## src/rtl/mem_pkg.sv

```systemverilog
// -----------------------------------------------------------------------------
// mem_pkg
// Shared definitions for the memory pipeline stage:
//   - mem_state_e : FSM state encoding (IDLE=0, ACCESS=1)
//   - exmem_t     : contents of the EXE/MEM pipeline register
//   - WAIT_MAX_DEFAULT : default number of unanswered ACCESS cycles before timeout
//   - is_mem_op() : true when an instruction needs the data memory
// -----------------------------------------------------------------------------
package mem_pkg;

    typedef enum logic {
        IDLE   = 1'b0,
        ACCESS = 1'b1
    } mem_state_e;

    localparam int unsigned WAIT_MAX_DEFAULT = 32'd15;

    // Everything the execute stage hands over, captured as one word.
    typedef struct packed {
        logic        wreg;
        logic        m2reg;
        logic        wmem;
        logic        branch;
        logic        zero;
        logic [31:0] aluR;
        logic [31:0] inB;
        logic [31:0] pc;
        logic [4:0]  destR;
        logic [3:0]  ins_type;
        logic [3:0]  ins_number;
    } exmem_t;

    // Loads and stores both occupy the data memory.
    function automatic logic is_mem_op(input logic m2reg, input logic wmem);
        return m2reg | wmem;
    endfunction

endpackage

```

## src/rtl/mem_stage_if.sv

```systemverilog
// -----------------------------------------------------------------------------
// mem_stage_if
// Data-memory request/response bundle between the memory stage and the memory.
//   dmem_req   : request valid (memory stage -> memory)
//   dmem_we    : write enable
//   dmem_addr  : byte address
//   dmem_wdata : store data
//   dmem_rdata : load data (memory -> memory stage)
//   dmem_ready : completion of the current request
// master = memory stage, slave = memory.
// -----------------------------------------------------------------------------
interface mem_stage_if;

    logic        dmem_req;
    logic        dmem_we;
    logic [31:0] dmem_addr;
    logic [31:0] dmem_wdata;
    logic [31:0] dmem_rdata;
    logic        dmem_ready;

    modport master (
        output dmem_req,
        output dmem_we,
        output dmem_addr,
        output dmem_wdata,
        input  dmem_rdata,
        input  dmem_ready
    );

    modport slave (
        input  dmem_req,
        input  dmem_we,
        input  dmem_addr,
        input  dmem_wdata,
        output dmem_rdata,
        output dmem_ready
    );

endinterface

```

## src/rtl/Reg_EXE_MEM.sv

```systemverilog
// -----------------------------------------------------------------------------
// Reg_EXE_MEM
// EXE/MEM pipeline register. Loads i_d on a rising edge while i_en=1,
// otherwise holds. Cleared asynchronously while rst=0.
//   clk  : clock
//   rst  : asynchronous active-low reset
//   i_en : load enable (the stage is not stalled)
//   i_d  : execute-stage bundle
//   o_q  : registered bundle
// -----------------------------------------------------------------------------
module Reg_EXE_MEM
    import mem_pkg::*;
(
    input  logic   clk,
    input  logic   rst,
    input  logic   i_en,
    input  exmem_t i_d,
    output exmem_t o_q
);

    exmem_t r_q;

    // Pipeline register: capture when enabled, hold while stalled.
    always_ff @(posedge clk or negedge rst) begin
        if (!rst) begin
            r_q <= '0;
        end else if (i_en) begin
            r_q <= i_d;
        end else begin
            r_q <= r_q;
        end
    end

    assign o_q = r_q;

endmodule

```

## src/rtl/mem_stage.sv

```systemverilog
// -----------------------------------------------------------------------------
// mem_stage
// Memory pipeline stage. Captures the execute-stage result, runs a two-state
// FSM (IDLE/ACCESS) that issues loads and stores on the data-memory bus and
// stalls the pipeline until the memory answers or a wait counter expires.
// A timeout returns to IDLE, sets the sticky mem_err flag and suppresses the
// register write of the timed-out instruction only.
// Ports:
//   clk, rst            : clock, asynchronous active-low reset
//   ex_*, EXE_ins_*     : execute-stage control, data and debug tags
//   dmem (master)       : data-memory request/response bundle
//   mem_wreg/m2reg/aluR/mdata/destR : writeback bundle
//   mem_pcsrc/branch_pc : taken-branch select and target
//   mem_stall           : hold upstream stages
//   mem_valid           : writeback may capture this cycle
//   mem_err             : sticky memory-timeout flag
//   MEM_ins_*           : debug tags
// Parameter WAIT_MAX (1..255): ACCESS cycles without dmem_ready before timeout.
// -----------------------------------------------------------------------------
module mem_stage
    import mem_pkg::*;
#(
    parameter int unsigned WAIT_MAX = WAIT_MAX_DEFAULT
) (
    input  logic        clk,
    input  logic        rst,
    input  logic        ex_wreg,
    input  logic        ex_m2reg,
    input  logic        ex_wmem,
    input  logic        ex_branch,
    input  logic        ex_zero,
    input  logic [31:0] ex_aluR,
    input  logic [31:0] ex_inB,
    input  logic [31:0] ex_pc,
    input  logic [4:0]  ex_destR,
    input  logic [3:0]  EXE_ins_type,
    input  logic [3:0]  EXE_ins_number,
    mem_stage_if.master dmem,
    output logic        mem_wreg,
    output logic        mem_m2reg,
    output logic [31:0] mem_aluR,
    output logic [31:0] mem_mdata,
    output logic [4:0]  mem_destR,
    output logic        mem_pcsrc,
    output logic [31:0] mem_branch_pc,
    output logic        mem_stall,
    output logic        mem_valid,
    output logic        mem_err,
    output logic [3:0]  MEM_ins_type,
    output logic [3:0]  MEM_ins_number
);

    // Counter value seen in the last allowed ACCESS cycle; an unanswered
    // cycle at this value is the WAIT_MAX-th one.
    localparam logic [7:0] WAIT_LAST = 8'(WAIT_MAX - 32'd1);

    mem_state_e  r_state;
    mem_state_e  w_state_nxt;
    logic [7:0]  r_wait;
    logic [7:0]  w_wait_nxt;
    logic        r_err;
    logic        w_err_nxt;
    logic        r_kill;
    logic        w_kill_nxt;
    logic [31:0] r_mdata;
    logic [31:0] w_mdata_nxt;

    exmem_t      w_ex;
    exmem_t      w_q;
    logic        w_stall;

    assign w_ex = '{
        wreg:       ex_wreg,
        m2reg:      ex_m2reg,
        wmem:       ex_wmem,
        branch:     ex_branch,
        zero:       ex_zero,
        aluR:       ex_aluR,
        inB:        ex_inB,
        pc:         ex_pc,
        destR:      ex_destR,
        ins_type:   EXE_ins_type,
        ins_number: EXE_ins_number
    };

    assign w_stall = (r_state == ACCESS);

    Reg_EXE_MEM u_reg_exe_mem (
        .clk  (clk),
        .rst  (rst),
        .i_en (~w_stall),
        .i_d  (w_ex),
        .o_q  (w_q)
    );

    // FSM, wait counter, error/kill flags and load-data next-state logic.
    always_comb begin
        w_state_nxt = r_state;
        w_wait_nxt  = r_wait;
        w_err_nxt   = r_err;
        w_kill_nxt  = r_kill;
        w_mdata_nxt = r_mdata;
        case (r_state)
            IDLE: begin
                // This edge captures a new instruction, so any suppression
                // belonging to the previous one ends here.
                w_kill_nxt = 1'b0;
                if (is_mem_op(ex_m2reg, ex_wmem)) begin
                    w_state_nxt = ACCESS;
                    w_wait_nxt  = 8'd0;
                end else begin
                    w_state_nxt = IDLE;
                end
            end
            ACCESS: begin
                // Ready is tested first so it beats a simultaneous timeout.
                if (dmem.dmem_ready) begin
                    w_state_nxt = IDLE;
                    if (w_q.m2reg) begin
                        w_mdata_nxt = dmem.dmem_rdata;
                    end else begin
                        w_mdata_nxt = r_mdata;
                    end
                end else if (r_wait == WAIT_LAST) begin
                    w_state_nxt = IDLE;
                    w_err_nxt   = 1'b1;
                    w_kill_nxt  = 1'b1;
                    w_wait_nxt  = r_wait + 8'd1;
                end else begin
                    w_wait_nxt  = r_wait + 8'd1;
                end
            end
            default: begin
                w_state_nxt = IDLE;
            end
        endcase
    end

    // State, counter and status registers.
    always_ff @(posedge clk or negedge rst) begin
        if (!rst) begin
            r_state <= IDLE;
            r_wait  <= 8'd0;
            r_err   <= 1'b0;
            r_kill  <= 1'b0;
            r_mdata <= 32'd0;
        end else begin
            r_state <= w_state_nxt;
            r_wait  <= w_wait_nxt;
            r_err   <= w_err_nxt;
            r_kill  <= w_kill_nxt;
            r_mdata <= w_mdata_nxt;
        end
    end

    // Memory bus is driven only during ACCESS and is all-zero otherwise.
    assign dmem.dmem_req   = w_stall;
    assign dmem.dmem_we    = w_stall & w_q.wmem;
    assign dmem.dmem_addr  = w_stall ? w_q.aluR : 32'd0;
    assign dmem.dmem_wdata = w_stall ? w_q.inB  : 32'd0;

    assign mem_wreg       = w_q.wreg & ~r_kill;
    assign mem_m2reg      = w_q.m2reg;
    assign mem_aluR       = w_q.aluR;
    assign mem_mdata      = r_mdata;
    assign mem_destR      = w_q.destR;
    assign mem_pcsrc      = w_q.branch & w_q.zero;
    assign mem_branch_pc  = w_q.pc;
    assign mem_stall      = w_stall;
    // Gated by reset so that valid, like every other output, is low while
    // the block is held in reset.
    assign mem_valid      = rst & ~w_stall;
    assign mem_err        = r_err;
    assign MEM_ins_type   = w_q.ins_type;
    assign MEM_ins_number = w_q.ins_number;

endmodule

```

## src/flat_wrapper.sv

```systemverilog
// flat-port wrapper written by rule: the top's interface ports become plain ports
module mem_stage_flat import mem_pkg::*;
#(
    parameter int unsigned WAIT_MAX = WAIT_MAX_DEFAULT
)
  (clk, rst, ex_wreg, ex_m2reg, ex_wmem, ex_branch, ex_zero, ex_aluR, ex_inB, ex_pc, ex_destR, EXE_ins_type, EXE_ins_number, mem_wreg, mem_m2reg, mem_aluR, mem_mdata, mem_destR, mem_pcsrc, mem_branch_pc, mem_stall, mem_valid, mem_err, MEM_ins_type, MEM_ins_number, dmem_dmem_req, dmem_dmem_we, dmem_dmem_addr, dmem_dmem_wdata, dmem_dmem_rdata, dmem_dmem_ready);
  mem_stage_if dmem_i ();
  input  logic clk;
  input  logic rst;
  input  logic ex_wreg;
  input  logic ex_m2reg;
  input  logic ex_wmem;
  input  logic ex_branch;
  input  logic ex_zero;
  input  logic [31:0] ex_aluR;
  input  logic [31:0] ex_inB;
  input  logic [31:0] ex_pc;
  input  logic [4:0] ex_destR;
  input  logic [3:0] EXE_ins_type;
  input  logic [3:0] EXE_ins_number;
  output logic mem_wreg;
  output logic mem_m2reg;
  output logic [31:0] mem_aluR;
  output logic [31:0] mem_mdata;
  output logic [4:0] mem_destR;
  output logic mem_pcsrc;
  output logic [31:0] mem_branch_pc;
  output logic mem_stall;
  output logic mem_valid;
  output logic mem_err;
  output logic [3:0] MEM_ins_type;
  output logic [3:0] MEM_ins_number;
  output wire logic [$bits(dmem_i.dmem_req)-1:0] dmem_dmem_req;
  output wire logic [$bits(dmem_i.dmem_we)-1:0] dmem_dmem_we;
  output wire logic [$bits(dmem_i.dmem_addr)-1:0] dmem_dmem_addr;
  output wire logic [$bits(dmem_i.dmem_wdata)-1:0] dmem_dmem_wdata;
  input wire logic [$bits(dmem_i.dmem_rdata)-1:0] dmem_dmem_rdata;
  input wire logic [$bits(dmem_i.dmem_ready)-1:0] dmem_dmem_ready;
  assign dmem_dmem_req = dmem_i.dmem_req;
  assign dmem_dmem_we = dmem_i.dmem_we;
  assign dmem_dmem_addr = dmem_i.dmem_addr;
  assign dmem_dmem_wdata = dmem_i.dmem_wdata;
  assign dmem_i.dmem_rdata = dmem_dmem_rdata;
  assign dmem_i.dmem_ready = dmem_dmem_ready;
  mem_stage #(.WAIT_MAX(WAIT_MAX)) u_core (.clk(clk), .rst(rst), .ex_wreg(ex_wreg), .ex_m2reg(ex_m2reg), .ex_wmem(ex_wmem), .ex_branch(ex_branch), .ex_zero(ex_zero), .ex_aluR(ex_aluR), .ex_inB(ex_inB), .ex_pc(ex_pc), .ex_destR(ex_destR), .EXE_ins_type(EXE_ins_type), .EXE_ins_number(EXE_ins_number), .dmem(dmem_i), .mem_wreg(mem_wreg), .mem_m2reg(mem_m2reg), .mem_aluR(mem_aluR), .mem_mdata(mem_mdata), .mem_destR(mem_destR), .mem_pcsrc(mem_pcsrc), .mem_branch_pc(mem_branch_pc), .mem_stall(mem_stall), .mem_valid(mem_valid), .mem_err(mem_err), .MEM_ins_type(MEM_ins_type), .MEM_ins_number(MEM_ins_number));
endmodule
```

## config.mk

```make
export PLATFORM = sky130hd
export DESIGN_NAME = mem_stage_flat
export DESIGN_NICKNAME = d
export VERILOG_FILES = /design/src/rtl/mem_pkg.sv /design/src/rtl/mem_stage_if.sv /design/src/rtl/Reg_EXE_MEM.sv /design/src/rtl/mem_stage.sv /design/src/flat_wrapper.sv
export SDC_FILE = /design/constraint.sdc
export NUM_CORES = 1
export LEC_CHECK = 0
export CAP_MARGIN = 5
export CORE_MARGIN = 2
export CORE_UTILIZATION = 35
export CTS_BUF_LIST = sky130_fd_sc_hd__clkbuf_8
export CTS_CLUSTER_DIAMETER = 50
export CTS_CLUSTER_SIZE = 30
export DETAILED_ROUTE_END_ITERATION = 16
export HOLD_SLACK_MARGIN = 0.02
export PLACE_DENSITY = 0.69
export SKIP_LAST_GASP = 1
export SLEW_MARGIN = 20
export SYNTH_ARGS = -nofsm -noshare
export SYNTH_HDL_FRONTEND = slang
export SYNTH_SLANG_ARGS = --single-unit
export TNS_END_PERCENT = 20
```

## constraint.sdc

```tcl
create_clock -name clk -period 2.67 [get_ports clk]
set_input_delay 0.267 -clock clk [delete_from_list [all_inputs] [get_ports clk]]
set_output_delay 0.267 -clock clk [all_outputs]
set_load 0.01 [all_outputs]
```

# After elaboration in Yosys (flattened, before gate mapping)

Cells that the tools add are included.

Bits in read-only memories: 0
Memories kept: 0
Flip-flop bits (word level): 157
Memory bits (writable): 0
Word-level logic and storage cells: 45
Output and inout bits: 181
Input bits: 149
Latch bits: 0

$mul: 0
Reduce and logical (&&, ||, !) cells: 4
Mux-type cells: 12
Bitwise operators: 8
Order comparisons: 0
Shift operators: 0
Add/subtract/negate cells: 1
Div/mod/pow operators: 0
Equality and inequality tests: 4

Operators with widths:

| kind                                                 | number |
|---|---|
| two-way mux 32 bit                                   | 2 |
| two-way mux 8 bit                                    | 2 |
| case mux 8 bit (2 select lines)                      | 1 |
| adder 8 x 1 -> 8 bit (second input constant)         | 1 |
| equality test 8 x 4 -> 1 bit (second input constant) | 1 |
| AND reduction 3 bit                                  | 2 |
| two-way mux 1 bit                                    | 5 |
| AND 1 bit                                            | 4 |
| != test 2 bit (second input constant)                | 2 |
| case mux 1 bit (2 select lines)                      | 2 |
| AND reduction 2 bit                                  | 2 |
| inverter 1 bit                                       | 3 |
| != test 2 x 1 -> 1 bit (second input constant)       | 1 |
| bitwise OR 1 bit                                     | 1 |

# Logic depth before layout (Yosys ltp)

Gate-level depths: netlist of run 1.

Depth in word-level cells: 4
Depth in mapped cells: 5
Depth with buffers taken out: 5

# Hierarchy

A second synthesis of run 1 with hierarchy kept.

Cells, all modules: 442
Area, all modules: 6716.4 µm²

By module, submodules not included:

| module      | instances | area each (µm²) | cells an instance | sequential area each (µm²) |
|---|---|---|---|---|
| Reg_EXE_MEM | 1         | 4480.5          | 241               | 2852.7 |
| mem_stage   | 1         | 2235.9          | 201               | 1076.0 |

# Least setup slack after synthesis of run 1

Ideal clock, no wire load.

Path type: register -> register
From: register u_core.r_state, in the netlist u_core.dmem.dmem_req
To: register u_core.r_wait[5]
Setup slack: 1.288 ns
Data arrival time: 1.303 ns
Required time: 2.591 ns
Clock period less this slack: 1.382 ns
Library setup time: 0.079 ns
Cell stages (with the launch flop): 5
Path through: dfrtp_1 o21bai_1 buf_2 a211oi_1 mux2i_1

Longest elaborated chain between the ends: 3

Ends and longest elaborated chain:

| element                                 | line             | text |
|---|---|---|
| start: declaration                      | mem_stage.sv:57  | `mem_state_e r_state;` |
| start signal: assignment                | mem_stage.sv:148 | `r_state <= w_state_nxt;` |
| inverter 1 bit                          | n/a              |  |
| != test 2 x 1 -> 1 bit (no source line) | n/a              |  |
| AND reduction 2 bit (no source line)    | n/a              |  |
| end signal: assignment                  | mem_stage.sv:149 | `r_wait <= w_wait_nxt;` |
| end: declaration                        | mem_stage.sv:59  | `logic [7:0] r_wait;` |

Parallel ways exist; a longest one is shown, timed or not.
A chain may end at the register's enable or synchronous reset.

# Final worst setup path of run 1

From: register u_core.r_state, in the netlist u_core.dmem.dmem_req
To: output port dmem_dmem_wdata[7]

Longest elaborated chain between the ends: 1

Ends and longest elaborated chain:

| element            | line               | text |
|---|---|---|
| two-way mux 32 bit | mem_stage.sv:160   | `assign dmem.dmem_wdata = w_stall ? w_q.inB : 32'd0;` |
| end: declaration   | flat_wrapper.sv:36 | `output wire logic [$bits(dmem_i.dmem_wdata)-1:0] dmem_dmem_wdata;` |

No other way between the ends.

==> results.sh, run 1 <==
export IMPL_outcome="complete, no violations"
export IMPL_drive_gt1_frac=0.241
export IMPL_slew_headroom=0.379
export IMPL_vias=4644
export IMPL_syn_inst=520
export IMPL_hold_violations=0
export IMPL_highest_layer="met4"
export IMPL_ys_types=23
export IMPL_crit_family="buffers and inverters"
export IMPL_fp_dieW_um=145
export IMPL_ant_nets=0
export IMPL_critPathLaunch="u_core.dmem.dmem_req$_DFF_PN0_"
export IMPL_p_per_area_nw_per_um2=919
export IMPL_cp_endpoint="dmem_dmem_wdata[7]"
export IMPL_wl_um=17000
export IMPL_rsz0062_at_grt="no"
export IMPL_syn_avg_cell_area_um2=13.5
export IMPL_slowest_stage="dfrtp_4"
export IMPL_required_ns=2.40
export IMPL_io_pins=330
export IMPL_grt_max_degree=158
export IMPL_synth_warnings=0
export IMPL_grt_overflow_total=0
export IMPL_p_clk_frac=0.173
export IMPL_drtIter0Drc=79
export IMPL_vias_per_cell=4.41
export IMPL_rr_worst_depth=3
export IMPL_syn_nets=671
export IMPL_clock_skew_ns=0.0144
export IMPL_cap_violations=0
export IMPL_gp_congestion=0.743
export IMPL_route_detailed_drc=0
export IMPL_grt_use_total=0.159
export IMPL_grt_pass1_wl_um=26800
export IMPL_postLayoutCellArea_um2=10400
export IMPL_cp_depth=3
export IMPL_finalMaxSlewViolations=0
export IMPL_initial_core_util=0.358
export IMPL_timing_rr_end="u_core.r_wait[7]$_DFFE_PN0P_"
export IMPL_ys_ff_latch=157
export IMPL_clock_sinks=157
export IMPL_regToRegSetupSlack_ns=0.91
export IMPL_first_pass_iters=4
export IMPL_worstPathArrival_ns=2.14
export IMPL_fin_crit_sh=0.903
export IMPL_antenna_found_initial=0
export IMPL_nets=927
export IMPL_place_area_um2=10000
export IMPL_setup_viol=0
export IMPL_netSwitchingFraction=0.309
export IMPL_ir_worst_vdd_v=0.000482
export IMPL_cts_tree="built"
export IMPL_die_area_um2=21100
export IMPL_clk_pin_slew_ns=0.10
export IMPL_hp_start="ex_aluR[30]"
export IMPL_cp_start_kind="flip-flop"
export IMPL_met3WireLength_um=1340
export IMPL_p_int_mw=6.61
export IMPL_synth_top_area_cell="dfrtp_1"
export IMPL_hp_class="primary input to flip-flop"
export IMPL_whs_path_depth=2
export IMPL_tightest_slew_ns=0.932
export IMPL_clockBufferDepth=2
export IMPL_ctsRootBufferMaster="clkbuf_8"
export IMPL_dp_hpwl_um=12600
export IMPL_syn2layout_area_growth_pct=48.9
export IMPL_pwr_share_comb=0.440
export IMPL_path_class="flip-flop to primary output"
export IMPL_pwr_share_seq=0.387
export IMPL_post_cts_resized=0
export IMPL_met2_length_um=8700
export IMPL_cp_num_buf_inv=2
export IMPL_critPathMaxFanout=59
export IMPL_layout_min_cycle_time_ns=2.41
export IMPL_placeableCoreArea_um2=19500
export IMPL_netlist_area_um2=7000
export IMPL_wl_per_cell_um=16.1
export IMPL_synth_seq_area_share=0.562
export IMPL_crit_chain="buf_12 -> and2_1 -> clkdlybuf4s50_1"
export IMPL_diodes=0
export IMPL_grt_pass1_vias=5040
export IMPL_rows=51
export IMPL_multi_input_area_um2=2360
export IMPL_switching_power_mw=2.96
export IMPL_total_power_mw=9.57
export IMPL_fin_tns_setup_ns=0
export IMPL_fill_cells=1702
export IMPL_io_buffers=329
export IMPL_max_freq_mhz=415
export IMPL_synth_area_leaders="dfrtp_1, mux2_2, buf_4, and2_1, buf_2"
export IMPL_cts_max_level=4
export IMPL_clk_latency_ns=0.43
export IMPL_p_leak_nw=4.24
export IMPL_cpPeakStageDelay_ns=0.68
export IMPL_die_h_um=145
export IMPL_cts_buffers_inserted=17
export IMPL_synth_top_area_share=0.562
export IMPL_met1_length_um=6640
export IMPL_worstSetupEndpointType="primary output"
export IMPL_r2r_start="u_core.dmem.dmem_req$_DFF_PN0_"
export IMPL_seq_area_um2=3930
-- how the worst min path moves through the flow --
stage | end | slack, ns
2_1_floorplan | u_core.dmem.dmem_req$_DFF_PN0_ | -0.03
3_3_place_gp | u_core.mem_err$_DFFE_PN0P_ | 0.46
3_5_place_dp | u_core.mem_err$_DFFE_PN0P_ | 0.46
4_1_cts | u_core.u_reg_exe_mem.o_q[107]$_DFFE_PN0N_ | 0.40
5_1_grt | u_core.u_reg_exe_mem.o_q[27]$_DFFE_PN0N_ | 0.40
6_report | u_core.u_reg_exe_mem.o_q[107]$_DFFE_PN0N_ | 0.43
-- worst register-to-register path: cells and delay by family (launching register included) --
| kind | cells | cell delay (ns) |
|---|---|---|
| DFF | 1 | 0.68 |
| AOI/OAI and AO/OA | 1 | 0.44 |
| and+or+nand+nor | 1 | 0.33 |
| muxes | 1 | 0.22 |
-- synthesized netlist by cell type --
cell / n
o21bai_1: 1
buf_2: 18
or3_1: 4
ha_1: 2
nand3b_1: 1
nor2b_1: 2
nand3_1: 5
xor2_1: 1
nor2_1: 4
nand2_1: 8
clkbuf_1: 7
a21oi_1: 2
o21ai_0: 5
nand4b_1: 1
a2111oi_4: 1
mux2_2: 146
mux2i_1: 3
nand2b_1: 5
inv_1: 1
a211oi_1: 2
dfrtp_1: 157
and2_1: 66
buf_4: 78
-- cell families after synthesis --
group | after synthesis | synth area share
DFF | 157 | 0.562
muxes | 149 | 0.239
buffers and inverters | 104 | 0.101
and+or+nand+nor | 96 | 0.0812
AOI/OAI and AO/OA | 11 | 0.0122
adders and majority gates | 2 | 0.00358
xor gates and xnor gates | 1 | 0.00125
-- stage by stage --
| step | std cells | setup WS (ns) | hold slack, ns | utilization |
|---|---|---|---|---|
| after floorplan | 520 | 1.29 | -0.0286 | - |
| after global placement | 1021 | 0.752 | 0.456 | 0.514 |
| after detailed placement | 1021 | 0.703 | 0.458 | 0.514 |
| after CTS | 1054 | 0.204 | 0.398 | 0.533 |
| after global routing | 1054 | 0.107 | 0.396 | 0.533 |
| final | 1054 | 0.260 | 0.433 | 0.533 |
-- cells in the final DEF (no fill, tap or decap) --
cell type and n:
inv_6 4, ha_1 2, and2_1 66, a21oi_1 2, nand3_1 5, dlygate4sd3_1 1
inv_8 1, xor2_1 1, nand4b_1 1, clkinv_4 5, clkinvlp_4 1, nand3b_1 1
clkbuf_8 19, a2111oi_4 1, a211oi_1 2, mux2i_1 3, clkdlybuf4s50_1 328, buf_4 7
or3_1 4, clkinv_2 1, nor2b_1 2, nand2_1 8, buf_12 3, o21ai_0 5
mux2_2 146, inv_1 2, dfrtp_4 1, dfrtp_1 156, nand2b_1 5, buf_6 1
o21bai_1 1, nor2_1 4
-- sequential cells by signal (all words and copies together), names as in the netlist --
| signal | cells |
|---|---|
| u_core.dmem.dmem_req | 1 |
| u_core.mem_err | 1 |
| u_core.mem_mdata | 32 |
| u_core.r_kill | 1 |
| u_core.r_wait | 8 |
| u_core.u_reg_exe_mem.o_q | 114 |
-- routing by layer --
metal  vias to the layer above  global-route usage
met5                         -                   0
met4                         0              0.0534
met3                        20              0.0592
met2                       201               0.279
met1                      2240               0.180
li1                       2183                   -
-- power by group through the flow --
stage	combinational (mW)	sequential, mW	clock [mW]
after floorplan	2.28	3.69	0
after global placement	4.19	3.71	0
after detailed placement	4.26	3.76	0
after CTS	4.28	3.72	1.74
after global routing	4.47	3.82	1.85
final	4.21	3.71	1.65
-- area by class of cell --
cell class,count,share of cell area
Inverter,1,0.000360
Tap cell,265,0.0318
Multi-Input combinational cell,259,0.227
Sequential cell,157,0.378
Clock inverter,13,0.0102
Clock buffer,19,0.0251
Timing Repair Buffer,340,0.328
-- timing repair --
action	in CTS	in global routing
buffers inserted	0	0
hold endpoints to repair	14	0
hold buffers	1	0
Note: power is estimated with default switching activity, not from simulation.
==> run 2: changes to the inputs <==
--- a/config.mk
+++ b/config.mk
@@ -6,7 +6,7 @@
 export NUM_CORES = 1
 export LEC_CHECK = 0
 export CAP_MARGIN = 5
-export CORE_MARGIN = 2
+export CORE_MARGIN = 3
 export CORE_UTILIZATION = 35
 export CTS_BUF_LIST = sky130_fd_sc_hd__clkbuf_8
 export CTS_CLUSTER_DIAMETER = 50
==> run 2 against run 1 <==
Clock-buffer cell count stayed put. Clock power is 10% higher. Sequential power about the same. Worst hold slack better by 0.0091 ns. Cell count is 0.28% lower. Die area up 2.8%. First-iteration DRC count increased by 22%. Total power grew 2.0%. Critical endpoint is now dmem_dmem_addr[8]. Largest cell class unchanged. Largest power group unchanged.
==> results.sh, run 2 (synthesis results as in run 1) <==
export IMPL_multi_input_area_um2=2360
export IMPL_antenna_found_initial=0
export IMPL_vias=4632
export IMPL_required_ns=2.40
export IMPL_max_freq_mhz=413
export IMPL_critPathLaunch="u_core.dmem.dmem_req$_DFF_PN0_"
export IMPL_cts_buffers_inserted=17
export IMPL_nets=926
export IMPL_route_detailed_drc=0
export IMPL_hp_start="dmem_dmem_rdata[11]"
export IMPL_wl_per_cell_um=16.4
export IMPL_hold_violations=0
export IMPL_gp_congestion=0.781
export IMPL_cts_tree="built"
export IMPL_cp_start_kind="flip-flop"
export IMPL_ant_nets=0
export IMPL_p_per_area_nw_per_um2=934
export IMPL_clockBufferDepth=2
export IMPL_clk_latency_ns=0.43
export IMPL_path_class="flip-flop to primary output"
export IMPL_layout_min_cycle_time_ns=2.42
export IMPL_dp_cells=1020
export IMPL_grt_pass1_wl_um=27200
export IMPL_cts_max_level=4
export IMPL_final_util=0.535
export IMPL_setup_viol=0
export IMPL_tightest_slew_ns=0.882
export IMPL_grt_max_degree=158
export IMPL_cap_violations=0
export IMPL_total_power_mw=9.76
export IMPL_largest_register_ffs=114
export IMPL_final_cells=1051
export IMPL_ir_worst_vdd_v=0.000467
export IMPL_first_pass_iters=4
export IMPL_fp_dieW_um=147
export IMPL_dp_slack_ns=0.668
export IMPL_outcome="complete, no violations"
export IMPL_worstSetupEndpointType="primary output"
export IMPL_p_leak_nw=4.25
export IMPL_grt_use_total=0.157
export IMPL_slew_headroom=0.412
export IMPL_diodes=0
export IMPL_fill_cells=1664
export IMPL_critPathMaxFanout=40
export IMPL_dp_hpwl_um=13200
export IMPL_hold_buffers=1
export IMPL_layout_common_cells="clkdlybuf4s50_1, dfrtp_1, mux2_2, and2_1, clkbuf_8"
export IMPL_vias_per_cell=4.41
export IMPL_placeableCoreArea_um2=19500
export IMPL_ctsRootBufferMaster="clkbuf_8"
export IMPL_holdWs_ns=0.442
export IMPL_die_h_um=147
export IMPL_rows=51
export IMPL_io_pins=330
export IMPL_hp_class="primary input to flip-flop"
export IMPL_grt_pass1_vias=4976
export IMPL_io_buffers=329
export IMPL_drtIter0Drc=96
export IMPL_post_cts_resized=0
export IMPL_postLayoutCellArea_um2=10400
export IMPL_rsz0062_at_grt="no"
export IMPL_wl_um=17200
export IMPL_finalMaxSlewViolations=0
export IMPL_final_common_cell="clkdlybuf4s50_1"
export IMPL_fin_ws_ns=0.247
export IMPL_drive_gt1_frac=0.239
export IMPL_place_area_um2=10000
export IMPL_fin_tns_setup_ns=0
export IMPL_syn2layout_area_growth_pct=49.3
export IMPL_clock_sinks=157
export IMPL_post_cts_buffers=0
export IMPL_clk_pin_slew_ns=0.08
export IMPL_r2r_start="u_core.dmem.dmem_req$_DFF_PN0_"
export IMPL_fin_crit_sh=0.907
export IMPL_initial_core_util=0.358
export IMPL_seq_area_um2=3930
export IMPL_worstPathArrival_ns=2.16
export IMPL_clock_skew_ns=0.00757
export IMPL_die_area_um2=21700
export IMPL_grt_overflow_total=0
-- run 2: cell count changes in the layout (fill, tap and decap cells not counted), sizes merged --
| cell | previous run | this run |
|---|---|---|
| buf | 11 | 10 |
| bufinv | 0 | 3 |
| clkinv | 6 | 5 |
| clkinvlp | 1 | 2 |
| inv | 7 | 2 |
-- run 2: path summary, 6_finish.rpt --
| path | to | slack, ns | depth (start not counted) |
|---|---|---|---|
| max in group asynchronous | u_core.dmem.dmem_req$_DFF_PN0_ | 1.32 | 3 |
| worst min-delay path | u_core.mem_mdata[11]$_DFFE_PN0P_ | 0.44 | 2 |
| min in group asynchronous | u_core.u_reg_exe_mem.o_q[109]$_DFFE_PN0N_ | 0.54 | 3 |
| worst max register to register | u_core.r_wait[5]$_DFFE_PN0P_ | 0.83 | 3 |
| worst min register to register | u_core.mem_err$_DFFE_PN0P_ | 0.48 | 1 |
| worst max-delay path | dmem_dmem_addr[8] | 0.25 | 3 |
-- run 2: critical path: stages (launching register included) --
cell	delay [ns]
dfrtp_4	0.73
buf_12	0.26
and2_1	0.14
clkdlybuf4s50_1	0.58
-- run 2: power by group --
group / switching, mW / internal [mW]
Clock: 0.857 / 0.962
Combinational: 1.53 / 2.70
Sequential: 0.510 / 3.20
-- run 2: per-layer routing --
metal,global-route usage,vias to the layer above,wire length (µm)
li1,-,2169,-
met1,0.178,2257,6590
met2,0.282,193,8960
met3,0.0555,13,1460
met4,0.0447,0,216
met5,0,-,0
-- run 2: area by class of cell --
type / instances / share of cell area
tap: 265 / 0.0318
inverter: 1 / 0.000359
clock inverter: 11 / 0.0137
sequential: 157 / 0.377
multi-input combinational: 259 / 0.226
timing repair buffer: 339 / 0.327
clock buffer: 19 / 0.0250
